### src/rtl/booth_pp_sequencer.sv
// Radix-8 modified-Booth partial-product sequencer.
// Latches an unsigned operand pair and precomputes the multiples 1A..4A, with 3A
// taken from a registered adder. It then emits the multiplier's one-hot Booth digits
// one per pp_valid/pp_ready handshake.
// Optional feature macro: BOOTH_ZERO_SKIP_EN emits only the nonzero digits.
module booth_pp_sequencer #(
   parameter int unsigned WIDTH = 24
) (
   input  logic               clk,
   input  logic               rst,
   input  logic               in_valid,
   output logic               in_ready,
   input  logic [WIDTH-1:0]   a,
   input  logic [WIDTH-1:0]   b,
   output logic [WIDTH+1:0]   x1,
   output logic [WIDTH+1:0]   x2,
   output logic [WIDTH+1:0]   x3,
   output logic [WIDTH+1:0]   x4,
   output logic [4:0]         y,
   output logic               pp_neg,
   output logic [3:0]         pp_idx,
   output logic               pp_valid,
   input  logic               pp_ready,
   output logic               pp_last
);

   localparam int unsigned MW   = WIDTH + 2;
   localparam int unsigned NDIG = WIDTH / 3 + 1;
   localparam int unsigned BW   = 3 * NDIG + 1;
   localparam int unsigned IW   = 4;

   typedef enum logic [1:0] {
      S_IDLE = 2'd0,
      S_PREP = 2'd1,
      S_EMIT = 2'd2
   } state_t;

   state_t          state_q;
   logic [MW-1:0]   x1_q, x2_q, x3_q, x4_q;
   logic [BW-1:0]   bext_q;
   logic [NDIG-1:0] rem_q;
   logic [4:0]      y_q;
   logic            pp_neg_q;
   logic [IW-1:0]   pp_idx_q;
   logic            pp_valid_q;
   logic            pp_last_q;

   logic [BW-1:0]   bext_c;
   logic [NDIG-1:0] mask_c;
   logic [IW-1:0]   nxt_idx_c;
   logic [NDIG-1:0] rem_nxt_c;
   logic [3:0]      grp_c;
   logic [4:0]      code_c;

   // One-hot {neg,4x,3x,2x,1x} code for a 4-bit overlapping Booth group.
   function automatic logic [4:0] booth_code(input logic [3:0] g);
      logic [4:0] c;
      c = 5'b00000;
      case (g)
         4'b0001, 4'b0010: c = 5'b00001;
         4'b0011, 4'b0100: c = 5'b00010;
         4'b0101, 4'b0110: c = 5'b00100;
         4'b0111:          c = 5'b01000;
         4'b1000:          c = 5'b11000;
         4'b1001, 4'b1010: c = 5'b10100;
         4'b1011, 4'b1100: c = 5'b10010;
         4'b1101, 4'b1110: c = 5'b10001;
         default:          c = 5'b00000;
      endcase
      return c;
   endfunction

   // Multiplier with the implicit zero below the LSB and zero padding on top.
   assign bext_c = BW'({b, 1'b0});

   // Set of digit indices to emit for the pair being accepted.
   always_comb begin
`ifdef BOOTH_ZERO_SKIP_EN
      mask_c = '0;
      for (int i = 0; i < int'(NDIG); i++) begin
         mask_c[i] = (bext_c[3*i +: 4] != 4'b0000) && (bext_c[3*i +: 4] != 4'b1111);
      end
`else
      mask_c = '1;
`endif
   end

   // Lowest pending digit, its Booth code, and the pending set once it is consumed.
   // An empty set (b==0 with skipping) falls back to index 0, whose code is zero.
   always_comb begin
      nxt_idx_c = '0;
      for (int i = int'(NDIG) - 1; i >= 0; i--) begin
         if (rem_q[i]) nxt_idx_c = IW'(i);
      end
      rem_nxt_c = rem_q & ~(NDIG'(1) << nxt_idx_c);
      grp_c     = 4'(bext_q >> (3 * nxt_idx_c));
      code_c    = booth_code(grp_c);
   end

   assign in_ready = (state_q == S_IDLE) && !rst;

   // Sequencer: accepts the pair, prepares 3A, then steps through the digits on each handshake.
   always_ff @(posedge clk) begin
      if (rst) begin
         state_q    <= S_IDLE;
         x1_q       <= '0;
         x2_q       <= '0;
         x3_q       <= '0;
         x4_q       <= '0;
         bext_q     <= '0;
         rem_q      <= '0;
         y_q        <= '0;
         pp_neg_q   <= 1'b0;
         pp_idx_q   <= '0;
         pp_valid_q <= 1'b0;
         pp_last_q  <= 1'b0;
      end else begin
         case (state_q)
            S_IDLE: begin
               if (in_valid && in_ready) begin
                  x1_q    <= MW'(a);
                  x2_q    <= MW'({a, 1'b0});
                  x4_q    <= MW'({a, 2'b00});
                  bext_q  <= bext_c;
                  rem_q   <= mask_c;
                  state_q <= S_PREP;
               end
            end
            S_PREP: begin
               x3_q       <= x1_q + x2_q;
               y_q        <= code_c;
               pp_neg_q   <= code_c[4];
               pp_idx_q   <= nxt_idx_c;
               pp_last_q  <= (rem_nxt_c == '0);
               pp_valid_q <= 1'b1;
               rem_q      <= rem_nxt_c;
               state_q    <= S_EMIT;
            end
            S_EMIT: begin
               if (pp_ready) begin
                  if (pp_last_q) begin
                     y_q        <= '0;
                     pp_neg_q   <= 1'b0;
                     pp_idx_q   <= '0;
                     pp_last_q  <= 1'b0;
                     pp_valid_q <= 1'b0;
                     state_q    <= S_IDLE;
                  end else begin
                     y_q        <= code_c;
                     pp_neg_q   <= code_c[4];
                     pp_idx_q   <= nxt_idx_c;
                     pp_last_q  <= (rem_nxt_c == '0);
                     rem_q      <= rem_nxt_c;
                  end
               end
            end
            default: state_q <= S_IDLE;
         endcase
      end
   end

   assign x1       = x1_q;
   assign x2       = x2_q;
   assign x3       = x3_q;
   assign x4       = x4_q;
   assign y        = y_q;
   assign pp_neg   = pp_neg_q;
   assign pp_idx   = pp_idx_q;
   assign pp_valid = pp_valid_q;
   assign pp_last  = pp_last_q;

endmodule

### config.mk
export PLATFORM = sky130hd
export DESIGN_NAME = booth_pp_sequencer
export DESIGN_NICKNAME = d
export VERILOG_FILES = /design/src/rtl/booth_pp_sequencer.sv
export SDC_FILE = /design/constraint.sdc
export NUM_CORES = 1
export LEC_CHECK = 0
export CAP_MARGIN = 5
export CORE_ASPECT_RATIO = 0.8
export CORE_MARGIN = 10
export CORE_UTILIZATION = 44
export CTS_CLUSTER_DIAMETER = 40
export CTS_CLUSTER_SIZE = 40
export DETAILED_ROUTE_END_ITERATION = 7
export GPL_TIMING_DRIVEN = 0
export PLACE_DENSITY = 0.8
export RECOVER_POWER = 50
export SYNTH_ARGS = -nofsm -noshare
export SYNTH_HDL_FRONTEND = slang
export SYNTH_SLANG_ARGS = --single-unit
### constraint.sdc
create_clock -name clk -period 3.6 [get_ports clk]
set_clock_uncertainty 0.05 [all_clocks]
set_input_delay 0.9 -clock clk [delete_from_list [all_inputs] [get_ports clk]]
set_output_delay 0.9 -clock clk [all_outputs]
set_load 0.01 [all_outputs]
==> metrics.yaml <==
p_sw_share_pct: 44.9
ant_nets: 0
slew_viol_final: 0
status: "finished with violations"
cap_viol_max_count: 0
placed_area_mm2: 0.00812
p_per_area_mw_per_mm2: 998
synth-simple-area-share_pct: 18.1
postCtsHoldBufs: 0
cpMostUsedCell: "nor2_1"
yosysWarnings: 0
synth-seq-cells: 96
crit_slowest_cell: "or2_2"
overflow: 0
critical_path_buf_inv_count: 2
cts_tree: "yes"
timing.fmax_mhz: 276
p_leak_nw: 3.78
synth_top_family_by_area: "compound AO/OA/AOI/OAI gates"
startpoint: "rem_q[7]"
area_growth_pct: 41.0
routedWlPerCell_um: 17.3
setup-violations-final: 1
synthTopCellsByCount: "nand2_1 (128), dfxtp_1 (96), o21ai_0 (63), buf_4 (57), nor2_1 (56)"
place.gp.congestion: 0.922
die_w_um: 152
power_switching_w: 0.00390
grt_busiest_layer: "met2"
r2r-start: "rem_q[7]"
hold_start: "x3[5]"
drc: 0
synth-seq-area-share_pct: 31.1
grt_pass1_wl_um: 31300
violations: "setup timing"
ir_worst_vdd_mv: 0.828
io_pins: 169
clockBufferDepth: 2
p_int_w: 0.00478
use_met2_pct: 29.0
core_mm2: 0.0136
crit_chain: "or2_2 > nor3_4 > nand3_1 > inv_2 > ha_2 > and4_1 > a311oi_2 > xnor2_2 > mux2i_2 > buf_4 > nor2_1 > ha_1 > mux2_4 > a22oi_2 > nor2_1"
clock-sinks: 96
die_area_mm2: 0.0192
diodes: 0
start_util_pct: 45.2
numCtsBuffers: 9
synth-xor-area-share_pct: 3.24
worst_pin_slew_ns: 0.793
num_vias: 6007
clkLatencyLatePin_ns: 0.36
drt_iter0_drc: 439
max_stage_delay_ns: 0.37
fin_area_mm2: 0.00870
async_flop_share_pct: 0
synthAdderAreaFrac_pct: 8.23
clk_pin_slew_worst_paths_ns: 0.07
dr.pass1.iters: 5
max-slew-margin-rel_pct: 47.2
yosys-mux-area-fraction_pct: 9.32
setup_ws_ns: -0.0248
path_class: "reg -> reg"
nNetsFinal: 1042
met3_usage_pct: 7.11
fin_crit_ns: 3.62
synth_most_common_cell: "nand2_1"
pwr-share-seq_pct: 18.5
critPathCaptureType: "register"
use_met1_pct: 26.1
critPathTopFamily: "simple AND/OR/NAND/NOR gates"
synthCells: 756
antenna_found_initial: 0
power.clock.fraction_pct: 11.6
yosysTopAreaCellShare_pct: 31.1
row_count: 38
routed_wl_um: 19700
worst_setup_path_start_kind: "register"
crit_required_ns: 3.78
die_h_um: 126
finalPower_w: 0.00869
drive_gt1_share_pct: 15.7
rsz0062_at_grt: "true"
cts_max_level: 3
synth_top_cell_by_area: "dfxtp_1"
grt_usage_pct: 19.5
finalHoldViolations: 0
syn_area_mm2: 0.00617
ctsRootBufferMaster: "clkbuf_16"
syn_avg_cell_area_um2: 8.17
arrival_ns: 3.80
vias_per_cell: 5.29
hold_class: "reg -> reg"
ys_top_cells_by_area: "dfxtp_1 (31%), ha_1 (7.9%), nand2_1 (7.8%)"
cp_max_fo: 6
synth_edf_count: 0
grt_max_degree: 19
comb_power_share_pct: 69.8
synth_cell_type_count: 72
finalCritPeriodShare_pct: 101
hpwl_um: 14800
io_buffer_count: 161
synth_flop_cell: "dfxtp_1"
synth_compound_area_share_pct: 18.7
grt_pass1_vias: 5718
-- worst paths after layout --
kind	to	slack, ns	cells after the start
worst min register to register	x3[5]	0.43	2
worst max-delay path	y[1]	-0.02	15
worst min-delay path	x3[5]	0.43	2
worst max register to register	y[1]	-0.02	15
-- repair_timing --
item | in CTS | in global routing
cloned | 0 | 0
buffers inserted | 13 | 8
endpoints found under the hold margin | 0 | 0
setup endpoints to repair | 5 | 6
pin swaps | 10 | 10
resized for setup | 27 | 15
-- through the flow --
step / setup slack (ns) / utilization [%] / setup TNS [ns] / hold slack [ns] / instances
final: -0.0248 / 63.8 / -0.0248 / 0.426 / 1135
after global routing: -0.126 / 63.8 / -0.303 / 0.446 / 1135
after CTS: -0.0434 / 63.3 / -0.0434 / 0.429 / 1130
after detailed placement: -0.571 / 59.5 / -2.06 / 0.419 / 1102
after global placement: -0.494 / 59.5 / -1.89 / 0.407 / 1102
after floorplan: -0.0713 / - / -0.0713 / 0.395 / 761
-- power by group through the flow --
stage	Clock [W]	Sequential, W	Combinational [W]
global route	0.00107	0.00165	0.00653
finish	0.00101	0.00161	0.00607
CTS	0.00103	0.00159	0.00589
floorplan	0	0.00158	0.00387
global placement	0	0.00158	0.00526
detailed placement	0	0.00159	0.00534
-- area by class of cell --
type | count | area (µm²)
Buffer | 85 | 559
Clock buffer | 9 | 225
Clock inverter | 7 | 86.3
Fill cell | 1198 | 4940
Inverter | 26 | 111
Multi-Input combinational cell | 550 | 3780
Sequential cell | 96 | 1930
Tap cell | 180 | 225
Timing Repair Buffer | 182 | 1790
-- tightest hold or removal path: cells and delay by family, from the launching register on --
kind               cells  cell delay (ns)
AOI/OAI and AO/OA      1             0.05
DFF                    1             0.31
and+or+nand+nor        1             0.07
-- routing by layer --
layer | vias to the layer above | share of wire [%]
li1 | 2965 | -
met1 | 2795 | 46
met2 | 230 | 43
met3 | 17 | 9.8
met4 | 0 | 1.4
met5 | - | 0
-- logic make-up (layout without fill, tap and decap cells) --
kind of cell | after synthesis | after routing
and+or+nand+nor | 254 | 254
buffers and inverters | 115 | 309
DFF | 96 | 96
xor gates and xnor gates | 22 | 22
muxes | 47 | 47
other | 1 | 6
AOI/OAI and AO/OA | 181 | 181
adders and majority gates | 40 | 40
-- cells in the final DEF (no fill, tap or decap), types with 4 or more instances in the layout --
cell | synthesis | final
nand2b_1 | 8 | 8
and2_1 | 6 | 5
buf_1 | 8 | 5
nand2_1 | 128 | 128
mux2i_1 | 35 | 34
a22oi_1 | 7 | 6
dfxtp_1 | 96 | 93
clkdlybuf4s50_1 | 0 | 78
nor3_1 | 9 | 7
ha_4 | 0 | 4
and3_1 | 6 | 6
a21o_1 | 8 | 8
nand4_1 | 5 | 5
mux4_2 | 8 | 8
o21ai_0 | 63 | 62
nor2_1 | 56 | 53
xnor2_1 | 13 | 12
clkbuf_16 | 0 | 9
nand3_1 | 13 | 13
nor2b_1 | 8 | 8
conb_1 | 1 | 6
clkbuf_1 | 18 | 20
a211oi_1 | 9 | 8
inv_1 | 23 | 21
xor2_1 | 8 | 7
o31ai_1 | 7 | 7
ha_1 | 39 | 34
a21oi_1 | 41 | 41
dlygate4sd3_1 | 0 | 83
o211ai_1 | 12 | 12
buf_4 | 57 | 75
-- sequential cells by signal, summed over array words and instances (netlist names) --
| register | count |
|---|---|
| rem_q | 9 |
| y | 5 |
| pp_last | 1 |
| x3 | 26 |
| state_q | 2 |
| pp_valid | 1 |
| x1 | 24 |
| bext_q | 24 |
| pp_idx | 4 |
(Power assumes the default switching activity.)
